===== src/rtl/z80_blkcmp_pkg.sv =====
// rtl/z80_blkcmp_pkg.sv - shared types and constants for the Z80 block-compare sequencer
// Holds the sequencer state encoding, F register bit positions and the ED-group opcodes.
package z80_blkcmp_pkg;

  typedef enum logic [1:0] {
    ST_IDLE   = 2'd0,
    ST_READ   = 2'd1,
    ST_CALC   = 2'd2,
    ST_RETIRE = 2'd3
  } state_t;

  localparam int FLAG_S  = 7;
  localparam int FLAG_Z  = 6;
  localparam int FLAG_5  = 5;
  localparam int FLAG_H  = 4;
  localparam int FLAG_3  = 3;
  localparam int FLAG_PV = 2;
  localparam int FLAG_N  = 1;
  localparam int FLAG_C  = 0;

  localparam logic [7:0] OPC_PREFIX = 8'hED;
  localparam logic [7:0] OPC_CPI    = 8'hA1;
  localparam logic [7:0] OPC_CPD    = 8'hA9;
  localparam logic [7:0] OPC_CPIR   = 8'hB1;
  localparam logic [7:0] OPC_CPDR   = 8'hB9;

  // HL steps by one in either direction and wraps at the 16-bit boundary.
  function automatic logic [15:0] step_hl(input logic [15:0] hl, input logic dec);
    return dec ? (hl - 16'd1) : (hl + 16'd1);
  endfunction

endpackage


===== src/rtl/z80_blkcmp_alu.sv =====
// rtl/z80_blkcmp_alu.sv - combinational flag/pointer/counter update for one compare iteration
// Computes A-(HL) flags plus the decremented BC and stepped HL.
module z80_blkcmp_alu
  import z80_blkcmp_pkg::*;
(
  input  logic [7:0]  i_a,
  input  logic [7:0]  i_m,
  input  logic [7:0]  i_f,
  input  logic [15:0] i_bc,
  input  logic [15:0] i_hl,
  input  logic        i_op_dec,
  output logic [7:0]  o_f,
  output logic [15:0] o_bc,
  output logic [15:0] o_hl
);

  logic [7:0] w_diff;

  always_comb begin
    w_diff = i_a - i_m;
    o_bc   = i_bc - 16'd1;
    o_hl   = step_hl(i_hl, i_op_dec);
    // Bits 5, 3 and C pass through from the incoming F.
    o_f          = i_f;
    o_f[FLAG_S]  = w_diff[7];
    o_f[FLAG_Z]  = (w_diff == 8'd0);
    o_f[FLAG_H]  = (i_a[3:0] < i_m[3:0]);
    o_f[FLAG_PV] = (o_bc != 16'd0);
    o_f[FLAG_N]  = 1'b1;
  end

endmodule


===== src/rtl/z80_blkcmp_seq.sv =====
// rtl/z80_blkcmp_seq.sv - CPI/CPD/CPIR/CPDR micro-sequencer with optional Z80FI trace
// Optional trace record ports are built when Z80_BLKCMP_FI_EN is defined.
module z80_blkcmp_seq
  import z80_blkcmp_pkg::*;
#(
  parameter int MEM_TIMEOUT = 0
)
(
  input  logic        clk,
  input  logic        reset,
  input  logic        start,
  input  logic        op_dec,
  input  logic        op_rep,
  input  logic [7:0]  a_in,
  input  logic [7:0]  f_in,
  input  logic [15:0] bc_in,
  input  logic [15:0] hl_in,
  input  logic [15:0] ip_in,
  input  logic        irq_pending,
  output logic        ready,
  output logic        mem_rd,
  output logic [15:0] mem_addr,
  input  logic [7:0]  mem_rdata,
  input  logic        mem_ack,
  output logic        done,
  output logic [15:0] bc_out,
  output logic [15:0] hl_out,
  output logic [7:0]  f_out,
  output logic [15:0] ip_out,
  output logic        err
`ifdef Z80_BLKCMP_FI_EN
  ,
  output logic        fi_valid,
  output logic [15:0] fi_ip_in,
  output logic [15:0] fi_ip_out,
  output logic [15:0] fi_bc_in,
  output logic [15:0] fi_bc_out,
  output logic [15:0] fi_hl_in,
  output logic [15:0] fi_hl_out,
  output logic [7:0]  fi_f_in,
  output logic [7:0]  fi_f_out,
  output logic [15:0] fi_mem_raddr,
  output logic [7:0]  fi_mem_rdata
`endif
);

  localparam int WAIT_W = (MEM_TIMEOUT > 1) ? $clog2(MEM_TIMEOUT) : 1;

  state_t            r_state;
  logic              r_op_dec;
  logic              r_op_rep;
  logic              r_loop;
  logic [7:0]        r_a;
  logic [7:0]        r_f;
  logic [7:0]        r_m;
  logic [15:0]       r_bc;
  logic [15:0]       r_hl;
  logic [15:0]       r_ip;
  logic [WAIT_W-1:0] r_wait;

  logic [7:0]  w_alu_f;
  logic [15:0] w_alu_bc;
  logic [15:0] w_alu_hl;
  logic        w_cont;
  logic        w_timeout;

  z80_blkcmp_alu u_alu (
    .i_a      (r_a),
    .i_m      (r_m),
    .i_f      (r_f),
    .i_bc     (r_bc),
    .i_hl     (r_hl),
    .i_op_dec (r_op_dec),
    .o_f      (w_alu_f),
    .o_bc     (w_alu_bc),
    .o_hl     (w_alu_hl)
  );

  assign w_cont    = r_op_rep & w_alu_f[FLAG_PV] & ~w_alu_f[FLAG_Z];
  assign w_timeout = (MEM_TIMEOUT != 0) && (r_wait == WAIT_W'(MEM_TIMEOUT - 1));

  always_ff @(posedge clk) begin
    if (reset) begin
      r_state  <= ST_IDLE;
      r_op_dec <= 1'b0;
      r_op_rep <= 1'b0;
      r_loop   <= 1'b0;
      r_a      <= 8'd0;
      r_f      <= 8'd0;
      r_m      <= 8'd0;
      r_bc     <= 16'd0;
      r_hl     <= 16'd0;
      r_ip     <= 16'd0;
      r_wait   <= '0;
      ready    <= 1'b1;
      mem_rd   <= 1'b0;
      mem_addr <= 16'd0;
      done     <= 1'b0;
      err      <= 1'b0;
      bc_out   <= 16'd0;
      hl_out   <= 16'd0;
      f_out    <= 8'd0;
      ip_out   <= 16'd0;
`ifdef Z80_BLKCMP_FI_EN
      fi_valid     <= 1'b0;
      fi_ip_in     <= 16'd0;
      fi_ip_out    <= 16'd0;
      fi_bc_in     <= 16'd0;
      fi_bc_out    <= 16'd0;
      fi_hl_in     <= 16'd0;
      fi_hl_out    <= 16'd0;
      fi_f_in      <= 8'd0;
      fi_f_out     <= 8'd0;
      fi_mem_raddr <= 16'd0;
      fi_mem_rdata <= 8'd0;
`endif
    end else begin
      done <= 1'b0;
      err  <= 1'b0;
`ifdef Z80_BLKCMP_FI_EN
      fi_valid <= 1'b0;
`endif
      case (r_state)
        ST_IDLE: begin
          if (start) begin
            r_op_dec <= op_dec;
            r_op_rep <= op_rep;
            r_a      <= a_in;
            r_f      <= f_in;
            r_bc     <= bc_in;
            r_hl     <= hl_in;
            r_ip     <= ip_in;
            r_wait   <= '0;
            mem_rd   <= 1'b1;
            mem_addr <= hl_in;
            ready    <= 1'b0;
            r_state  <= ST_READ;
          end
        end

        ST_READ: begin
          if (mem_ack) begin
            r_m     <= mem_rdata;
            mem_rd  <= 1'b0;
            r_state <= ST_CALC;
          end else if (w_timeout) begin
            err     <= 1'b1;
            mem_rd  <= 1'b0;
            ready   <= 1'b1;
            r_state <= ST_IDLE;
          end else begin
            r_wait <= r_wait + WAIT_W'(1);
          end
        end

        ST_CALC: begin
          // The interrupt decision is taken here so done and the record are registered into RETIRE.
          bc_out  <= w_alu_bc;
          hl_out  <= w_alu_hl;
          f_out   <= w_alu_f;
          ip_out  <= w_cont ? r_ip : (r_ip + 16'd2);
          r_loop  <= w_cont & ~irq_pending;
          done    <= ~(w_cont & ~irq_pending);
          r_state <= ST_RETIRE;
`ifdef Z80_BLKCMP_FI_EN
          fi_valid     <= 1'b1;
          fi_ip_in     <= r_ip;
          fi_ip_out    <= w_cont ? r_ip : (r_ip + 16'd2);
          fi_bc_in     <= r_bc;
          fi_bc_out    <= w_alu_bc;
          fi_hl_in     <= r_hl;
          fi_hl_out    <= w_alu_hl;
          fi_f_in      <= r_f;
          fi_f_out     <= w_alu_f;
          fi_mem_raddr <= r_hl;
          fi_mem_rdata <= r_m;
`endif
        end

        ST_RETIRE: begin
          if (r_loop) begin
            r_bc     <= bc_out;
            r_hl     <= hl_out;
            r_f      <= f_out;
            r_wait   <= '0;
            mem_rd   <= 1'b1;
            mem_addr <= hl_out;
            r_state  <= ST_READ;
          end else begin
            ready   <= 1'b1;
            r_state <= ST_IDLE;
          end
        end

        default: r_state <= ST_IDLE;
      endcase
    end
  end

endmodule


===== config.mk =====
export PLATFORM = sky130hd
export DESIGN_NAME = z80_blkcmp_seq
export DESIGN_NICKNAME = d
export VERILOG_FILES = /design/src/rtl/z80_blkcmp_pkg.sv /design/src/rtl/z80_blkcmp_alu.sv /design/src/rtl/z80_blkcmp_seq.sv
export SDC_FILE = /design/constraint.sdc
export NUM_CORES = 1
export LEC_CHECK = 0
export BUFFER_PORTS_ARGS = -buffer_cell sky130_fd_sc_hd__buf_2
export CORE_MARGIN = 5
export CORE_UTILIZATION = 59
export CTS_BUF_LIST = sky130_fd_sc_hd__clkbuf_16
export CTS_CLUSTER_DIAMETER = 150
export DETAILED_ROUTE_END_ITERATION = 6
export PLACE_DENSITY_LB_ADDON = 0.05
export SLEW_MARGIN = 20
export SYNTH_ARGS = -nofsm -noshare
export SYNTH_HDL_FRONTEND = slang
export SYNTH_SLANG_ARGS = --single-unit

===== constraint.sdc =====
create_clock -name clk -period 4.35 [get_ports clk]
set_input_delay 0.87 -clock clk [delete_from_list [all_inputs] [get_ports clk]]
set_output_delay 0.87 -clock clk [all_outputs]
set_load 0.03 [all_outputs]

Yosys cells after proc, flatten, opt, wreduce, memory -nomap -nowiden
Cells that the tools add are included.
{"block": "totals", "reg_bits": 134, "inputBits": 79, "output_inout_bits": 76, "elab_cells": 71}
{"block": "op_classes", "addsub": 5, "order_cmp": 1, "eq_ne": 7, "mux": 22, "bitwise": 7, "reduce_logical": 12}
{"cell": "2-to-1 mux 16 bit", "count": 6}
{"cell": "case mux 16 bit (2 select lines)", "count": 2}
{"cell": "subtractor 16 x 1 -> 16 bit (second input constant)", "count": 2}
{"cell": "adder 16 x 1 -> 16 bit (second input constant)", "count": 1}
{"cell": "adder 16 x 2 -> 16 bit (second input constant)", "count": 1}
{"cell": "nonzero test 16 bit", "count": 1}
{"cell": "2-to-1 mux 6 bit", "count": 2}
{"cell": "case mux 6 bit (2 select lines)", "count": 1}
{"cell": "logical NOT 8 bit", "count": 1}
{"cell": "!= test 2 bit (second input constant)", "count": 4}
{"cell": "case mux 2 bit (4 select lines)", "count": 1}
{"cell": "subtractor 8 bit", "count": 1}
{"cell": "2-to-1 mux 1 bit", "count": 6}
{"cell": "AND reduction 2 bit", "count": 3}
{"cell": "AND reduction 3 bit", "count": 2}
{"cell": "equality test 2 bit (second input constant)", "count": 2}
{"cell": "less-than comparator 4 bit", "count": 1}
{"cell": "2-to-1 mux 2 bit", "count": 2}
{"cell": "inverter 1 bit", "count": 4}
{"cell": "AND reduction 4 bit", "count": 1}
{"cell": "AND 1 bit", "count": 3}
{"cell": "case mux 1 bit (3 select lines)", "count": 1}
{"cell": "nonzero test 3 bit", "count": 1}
{"cell": "equality test 2 x 1 -> 1 bit (second input constant)", "count": 1}
{"cell": "4 further kinds", "count": 4}

Longest topological paths before layout
Gate-level depths: netlist of the first run.
{"block": "depth", "word_depth": 6, "ltp_mapped": 13, "mapped_depth_nobuf": 10}

Cells and area by module
A second synthesis of the first run with hierarchy kept.
{"block": "hier_totals", "cells_unflattened": 817, "hier_area_um2": 6991.7}
{"mod": "z80_blkcmp_seq", "instances": 1, "cells_per_inst": 597, "area_per_inst_um2": 5489.0, "seq_area_each_um2": 2722.6}
{"mod": "z80_blkcmp_alu", "instances": 1, "cells_per_inst": 220, "area_per_inst_um2": 1502.7, "seq_area_each_um2": 0.0}

Least setup slack after synthesis of the first run
No wires, ideal clock.
{"block": "synth_path", "kind": "flip-flop to flip-flop", "from": "register r_a[0]", "to": "register ip_out[15]", "setup_time_ns": 0.103, "t_arrival_ns": 2.759, "t_required_ns": 4.247, "setup_slack_ns": 1.487, "path_stages_with_launch": 12, "n_path_buf": 1, "synth_period_minus_slack_ns": 2.863, "path_cell_list": "dfxtp_1 > inv_1 > ha_1 > inv_1 > fa_1 > xor2_1 > nor4b_1 > o311ai_1 > nor4b_1 > clkbuf_1 > o21ai_1 > a2111oi_2"}
{"block": "synth_via", "elab_chain_cells": 5}
{"element": "start: declaration", "line_no": "z80_blkcmp_seq.sv:53", "source": "logic [7:0] r_a;"}
{"element": "start signal: assignment", "line_no": "z80_blkcmp_seq.sv:128", "source": "r_a <= a_in;"}
{"element": "subtractor 8 bit", "line_no": "z80_blkcmp_alu.sv:20", "source": "w_diff = i_a - i_m;"}
{"element": "logical NOT 8 bit", "line_no": "z80_blkcmp_alu.sv:26", "source": "o_f[FLAG_Z] = (w_diff == 8'd0);"}
{"element": "inverter 1 bit", "line_no": "z80_blkcmp_seq.sv:79", "source": "assign w_cont = r_op_rep & w_alu_f[FLAG_PV] & ~w_alu_f[FLAG_Z];"}
{"element": "AND 1 bit", "line_no": "z80_blkcmp_seq.sv:79"}
{"element": "2-to-1 mux 16 bit", "line_no": "z80_blkcmp_seq.sv:161", "source": "ip_out <= w_cont ? r_ip : (r_ip + 16'd2);"}
{"element": "end signal: assignment", "line_no": "z80_blkcmp_seq.sv:161"}
{"element": "end: declaration", "line_no": "z80_blkcmp_seq.sv:29", "source": "output logic [15:0] ip_out,"}
Every way passes these cells.
A chain may end at the register's enable or synchronous reset.

Worst setup path in the final report of the first run
{"block": "layout_path", "from": "register r_bc[0]", "to": "register ip_out[8]"}
{"block": "layout_via", "elab_chain_cells": 5}
{"element": "start: declaration", "line_no": "z80_blkcmp_seq.sv:56", "source": "logic [15:0] r_bc;"}
{"element": "start signal: assignment", "line_no": "z80_blkcmp_seq.sv:130", "source": "r_bc <= bc_in;"}
{"element": "start signal: assignment", "line_no": "z80_blkcmp_seq.sv:182", "source": "r_bc <= bc_out;"}
{"element": "subtractor 16 x 1 -> 16 bit", "line_no": "z80_blkcmp_alu.sv:21", "source": "o_bc = i_bc - 16'd1;"}
{"element": "via u_alu.o_bc[0]", "line_no": "z80_blkcmp_alu.sv:13", "source": "output logic [15:0] o_bc,"}
{"element": "nonzero test 16 bit", "line_no": "z80_blkcmp_alu.sv:28", "source": "o_f[FLAG_PV] = (o_bc != 16'd0);"}
{"element": "AND 1 bit (2 in a row)", "line_no": "z80_blkcmp_seq.sv:79"}
{"element": "2-to-1 mux 16 bit", "line_no": "z80_blkcmp_seq.sv:161"}
The timed path passes the listed nets, and every way through them passes these cells.

==> results of run 1 <==
critical path, delay by kind of cell, from the launching register on:
kind | cells | cell delay [ns]
buffers and inverters | 2 | 0.46
AO/OA/AOI/OAI | 4 | 0.85
flip-flops | 1 | 0.40
XOR/XNOR | 1 | 0.21
AND/OR/NAND/NOR | 2 | 0.83
adder cells (fa/ha/maj) | 1 | 0.35
kinds of logic after synthesis:
group	synth area share (%)
adders and majority gates	5.90
and+or+nand+nor	20.1
other	0.0533
DFF	37.3
xor gates and xnor gates	2.97
buffers and inverters	5.14
muxes	6.40
AOI/OAI and AO/OA	22.2
flip-flops by register name (all words and copies together) (netlist names):
register	flops
r_a	8
ip_out	16
done	1
r_op_dec	1
r_f	3
r_m	8
r_op_rep	1
mem_rd	1
ready	1
r_state	2
r_loop	1
bc_out	16
r_bc	16
r_hl	16
f_out	8
hl_out	16
r_ip	16
metal layers:
metal  part of all wire [%]  vias to the layer above  global-route usage [%]  wire length, µm
met5                      0                        -                       0                0
met4                    1.5                        0                    8.11              265
met3                    5.5                       21                    6.54              971
met2                     49                      167                    41.3             8590
met1                     44                     3044                    30.5             7690
li1                       -                     3227                       -                -
through the flow:
stage / hold WS (ns) / utilization [%]
after floorplan: 0.436 / -
after global placement: 0.440 / 67.2
after detailed placement: 0.451 / 67.2
after CTS: 0.458 / 71.9
after global routing: 0.487 / 71.9
final: 0.456 / 71.9
final cells by class:
class	instances	area (µm²)	share of cell area, %
Inverter	24	90.1	1.08
Timing Repair Buffer	155	796	9.57
Multi-Input combinational cell	618	4080	49.1
Clock buffer	17	425	5.12
Sequential cell	131	2620	31.5
Clock inverter	11	123	1.47
Tap cell	143	179	2.15
path summary, 6_finish.rpt:
kind,startpoint,to,slack [ns],depth (start not counted)
worst min-delay path,r_a[0]$_SDFFE_PP0P_,r_a[0]$_SDFFE_PP0P_,0.46,2
worst max register to register,r_bc[0]$_SDFFE_PP0P_,ip_out[8]$_SDFFE_PP0N_,1.11,10
worst max-delay path,r_bc[0]$_SDFFE_PP0P_,ip_out[8]$_SDFFE_PP0N_,1.11,10
worst min register to register,r_a[0]$_SDFFE_PP0P_,r_a[0]$_SDFFE_PP0P_,0.46,2
power by group:
part	internal, mW	switching, mW
combinational	1.17	2.12
sequential	1.62	0.426
clock	0.871	0.480
placed cells by master (no fill, tap or decap), drive strengths merged, types with 8 or more instances in the layout:
cell,netlist,routed
a2111oi,12,12
a211oi,55,55
a21oi,54,54
and3,8,8
buf,15,155
clkbuf,48,17
clkinv,1,8
dfxtp,131,131
ha,30,30
inv,23,24
mux2i,45,45
nand2,83,83
nand3,21,21
nor2,115,115
nor2b,8,8
nor3,24,24
nor4,8,8
o2111a,12,12
o21a,11,11
o21ai,24,24
or3,11,11
xnor2,16,16
==> reports/results.ini, run 1 <==
[outcome]
status = finished, final reports clean

[timing]
setup_viol = 0
fin_setup_tns_ns = 0
hold_viol_final = 0
post-route-period-util_pct = 74.6
worst_clock_skew_ns = 0.00655
min_period_ns = 3.24
drv_slew = 0
fin_ws_ns = 1.11
rsz0062_at_grt = no
slew_headroom_pct = 39.5
fmax_ghz = 0.308
tightestPinTransition_ns = 0.905

[layout]
layout.nets = 1058
diodes = 0
fin_area_mm2 = 0.00832
syn_to_final_growth_pct = 18.2
drive_gt1_share_pct = 21.4
fin_cells = 1099
fill_cells = 952

[drt]
num_vias = 6459
drc = 0
post_drt_wl_per_cell_um = 15.9
drt_iter0_markers = 380
first_pass_iters = 5
avgViaCountPerCell = 5.88
ant_nets = 0
routed_wl_mm = 17.5

[clock_tree]
cts.sinks = 131
h-tree-depth = 4
hold_buffers = 0
cts_resized = 0
clk_pin_slew_ns = 0.05
clk_path_buf_depth = 2
cts_setup_buffers = 0
cts_buffers = 17
cts-root-buf = clkbuf_16
cts_tree = done
clock_latency_ns = 0.41

[synthesis]
ys_ff_latch = 131
synth_nets = 947
synthCells = 836
yosys_most_used_dff = dfxtp_1
synth.top_cell.area_share_pct = 37.3
syn_avg_cell_area_um2 = 8.42
yosysMostFrequentCell = dfxtp_1
synth_edf_count = 0
synth_cell_type_count = 60
synth_area_leaders = dfxtp_1 37%, mux2i_1 6.4%, nor2_1 6.1%
synth.cell_area_mm2 = 0.00704
synth_warnings = 0
synth_top_cells_by_count = 131 x dfxtp_1, 115 x nor2_1, 83 x nand2_1, 54 x a211oi_1, 54 x a21oi_1
yosysSeqAreaShare_pct = 37.3
async_flop_share_pct = 0
synth_area_leader_cell = dfxtp_1

[pwr]
p_per_area_mw_per_mm2 = 804
power.total_mw = 6.69
p_leak_nw = 3.36
irDropWorstVdd_v = 0.000434

[worst_setup_path]
worstSetupPathType = register to register
end_kind = register
slowest_delay_ns = 0.61
crit_fanout = 32
crit_required_ns = 4.65
cp-start-kind = register
path_cells = inv_1, ha_1, or4b_1, nor4_2, xnor2_1, o211ai_2, o41ai_4, buf_4, o21ai_1, a2111oi_2
slowest_stage = or4b_1
critPathArrivalTime_ns = 3.54

[global_route]
grtUsageTotal_pct = 24.5
antenna_found_initial = 0
grt_max_degree = 71
grt_pass1_wl_mm = 29.1
overflow = 0
grt_pass1_vias = 6210

[die]
die_width_um = 119
core-area_mm2 = 0.0116
row_count = 39
start_util_pct = 60.9
die_h_um = 119
die_area_mm2 = 0.0142
io_pins = 155

[placed_design]
dp.cells = 1071
pre_cts_slack_ns = 1.13
hpwl_mm = 12.2
place_area_mm2 = 0.00777
port_buffers = 148
routabilityCongestion = 0.884

[flow_run]
maxCapViolCount = 0

[worst_hold_path]
hold_class = register to register

No activity file was read; power rests on OpenSTA's default activity.
==> run 2, diff against run 1 <==
Settings changed: CORE_UTILIZATION 59 to 50.
Clock period 4.35 ns to 2.9 ns, I/O delays scaled along.
==> reports/results.ini, run 2 (same netlist as run 1, synthesis figures left out) <==
[timing]
fmax_ghz = 0.357
hold_viol_final = 0
worst_clock_skew_ns = 0.00636
drv_slew = 0
min_period_ns = 2.80
rsz0062_at_grt = yes
fin_hold_ws_ns = 0.401
fin_ws_ns = 0.100
slew_headroom_pct = 47.0
post-route-period-util_pct = 96.6
setup_viol = 0
tightestPinTransition_ns = 0.795

[pwr]
irDropWorstVdd_v = 0.000603
clkPwrFrac_pct = 18.9
power.internal_mw = 5.71
p_per_area_mw_per_mm2 = 1200
comb_power_share_pct = 52.2
pwr-share-seq_pct = 28.9
p_leak_nw = 3.52
switching_power_mw = 4.65
sw_frac_of_total_pct = 44.9

[clock_tree]
cts.sinks = 131
clk_pin_slew_ns = 0.05
clock_latency_ns = 0.41
cts_buffers = 17
cts_tree = done
h-tree-depth = 4
cts-root-buf = clkbuf_16
clk_path_buf_depth = 2

[layout]
multiInputGateArea_mm2 = 0.00413
syn_to_final_growth_pct = 22.7
final_cell_mix = 147 x buf_2, 129 x dfxtp_1, 115 x nor2_1, 83 x nand2_1
fill_cells = 1238
layout.nets = 1081
diodes = 0
drive_gt1_share_pct = 24.7
fin_cells = 1160
fin_area_mm2 = 0.00864
final_common_cell = buf_2
ff_latch_area_mm2 = 0.00263
final_util_pct = 62.5

[drt]
first_pass_iters = 5
num_vias = 6477
avgViaCountPerCell = 5.58
drt_iter0_markers = 386
ant_nets = 0
post_drt_wl_per_cell_um = 15.6
drc = 0
routed_wl_mm = 18.1

[worst_hold_path]
hold_class = input port to register
whs_path_depth = 3

[global_route]
grt_max_degree = 71
overflow = 0
antenna_found_initial = 1
grt_pass1_wl_mm = 29.1
grt_pass1_vias = 6007
grtUsageTotal_pct = 21.4

[worst_setup_path]
crit_required_ns = 3.21
path_cells = inv_2, ha_4, inv_2, fa_2, xor2_2, nor4b_2, o311ai_2, nor4b_2, buf_4, buf_4, buf_8, o21ai_1, a2111oi_2
crit_buf_inv = 5
r2r_cells = 13
cp-start-kind = register
path_depth = 13
slowest_delay_ns = 0.38
end_kind = register
crit_fanout = 8
worstSetupPathType = register to register
slowest_stage = fa_2
path_delay_family = simple AND/OR/NAND/NOR gates
critPathArrivalTime_ns = 3.11

[placed_design]
pre_cts_slack_ns = 0.157
place_area_mm2 = 0.00796
dp.cells = 1122
routabilityCongestion = 0.841
hpwl_mm = 12.5
port_buffers = 148

[die]
die_area_mm2 = 0.0165
core-area_mm2 = 0.0138
start_util_pct = 50.9
die_h_um = 129
io_pins = 155
row_count = 43
die_width_um = 129

[outcome]
status = finished, final reports clean

[flow_run]
maxCapViolCount = 0

-- run 2: cell count changes in the layout (fill, tap and decap cells not counted), moves of 2 or more --
| cell | delta |
|---|---|
| o21ai_1 | -4 |
| clkinv_1 | -2 |
| buf_12 | +2 |
| dfxtp_2 | +2 |
| buf_8 | +2 |
| buf_6 | +2 |
| inv_2 | +2 |
| buf_4 | +16 |
| o21ai_2 | +4 |
| clkinv_2 | +2 |
| dfxtp_1 | -2 |
-- run 2: power groups by stage --
stage / registers (mW) / logic [mW] / clock network [mW]
floorplan: 3.58 / 3.26 / 0
global placement: 2.99 / 5.08 / 0
detailed placement: 3.02 / 5.19 / 0
CTS: 2.98 / 5.21 / 2.00
global route: 3.08 / 5.94 / 2.09
finish: 2.99 / 5.41 / 1.96
-- run 2: routing by layer --
layer | wire, µm | global-route usage, %
met2 | 8500 | 34.7
met5 | 13 | 0
met4 | 295 | 6.67
met3 | 1130 | 5.27
met1 | 8160 | 28.2
-- run 2: final cells by class --
type                       count  share of cell area [%]
clock buffer                  17                    4.93
clock inverter                12                    1.19
timing repair buffer         178                    12.0
tap                          180                    2.61
sequential                   131                    30.4
multi-input combinational    618                    47.8
inverter                      24                    1.04
-- run 2: timing repair --
item	in CTS	in global routing
gates resized for setup	0	19
endpoints found under the setup margin	0	11
setup buffers	0	6
hold buffers	0	0
-- run 2: final timing paths --
path | startpoint | endpoint | slack, ns
worst min register to register | r_m[1]$_SDFFE_PP0P_ | r_m[1]$_SDFFE_PP0P_ | 0.46
worst max-delay path | r_a[0]$_SDFFE_PP0P_ | ip_out[5]$_SDFFE_PP0N_ | 0.10
worst min-delay path | a_in[0] | r_a[0]$_SDFFE_PP0P_ | 0.40
worst max register to register | r_a[0]$_SDFFE_PP0P_ | ip_out[5]$_SDFFE_PP0N_ | 0.10
-- run 2: metrics by stage --
stage	setup TNS, ns	total power, mW
3_5_place_dp	0	8.21
3_3_place_gp	0	8.07
2_1_floorplan	0	6.84
6_report	0	10.4
4_1_cts	0	10.2
5_1_grt	-0.0445	11.1
-- run 2: worst min-delay path: stages --
cell,delay [ns]
buf_2,0.10
nand2_1,0.04
a21oi_1,0.05
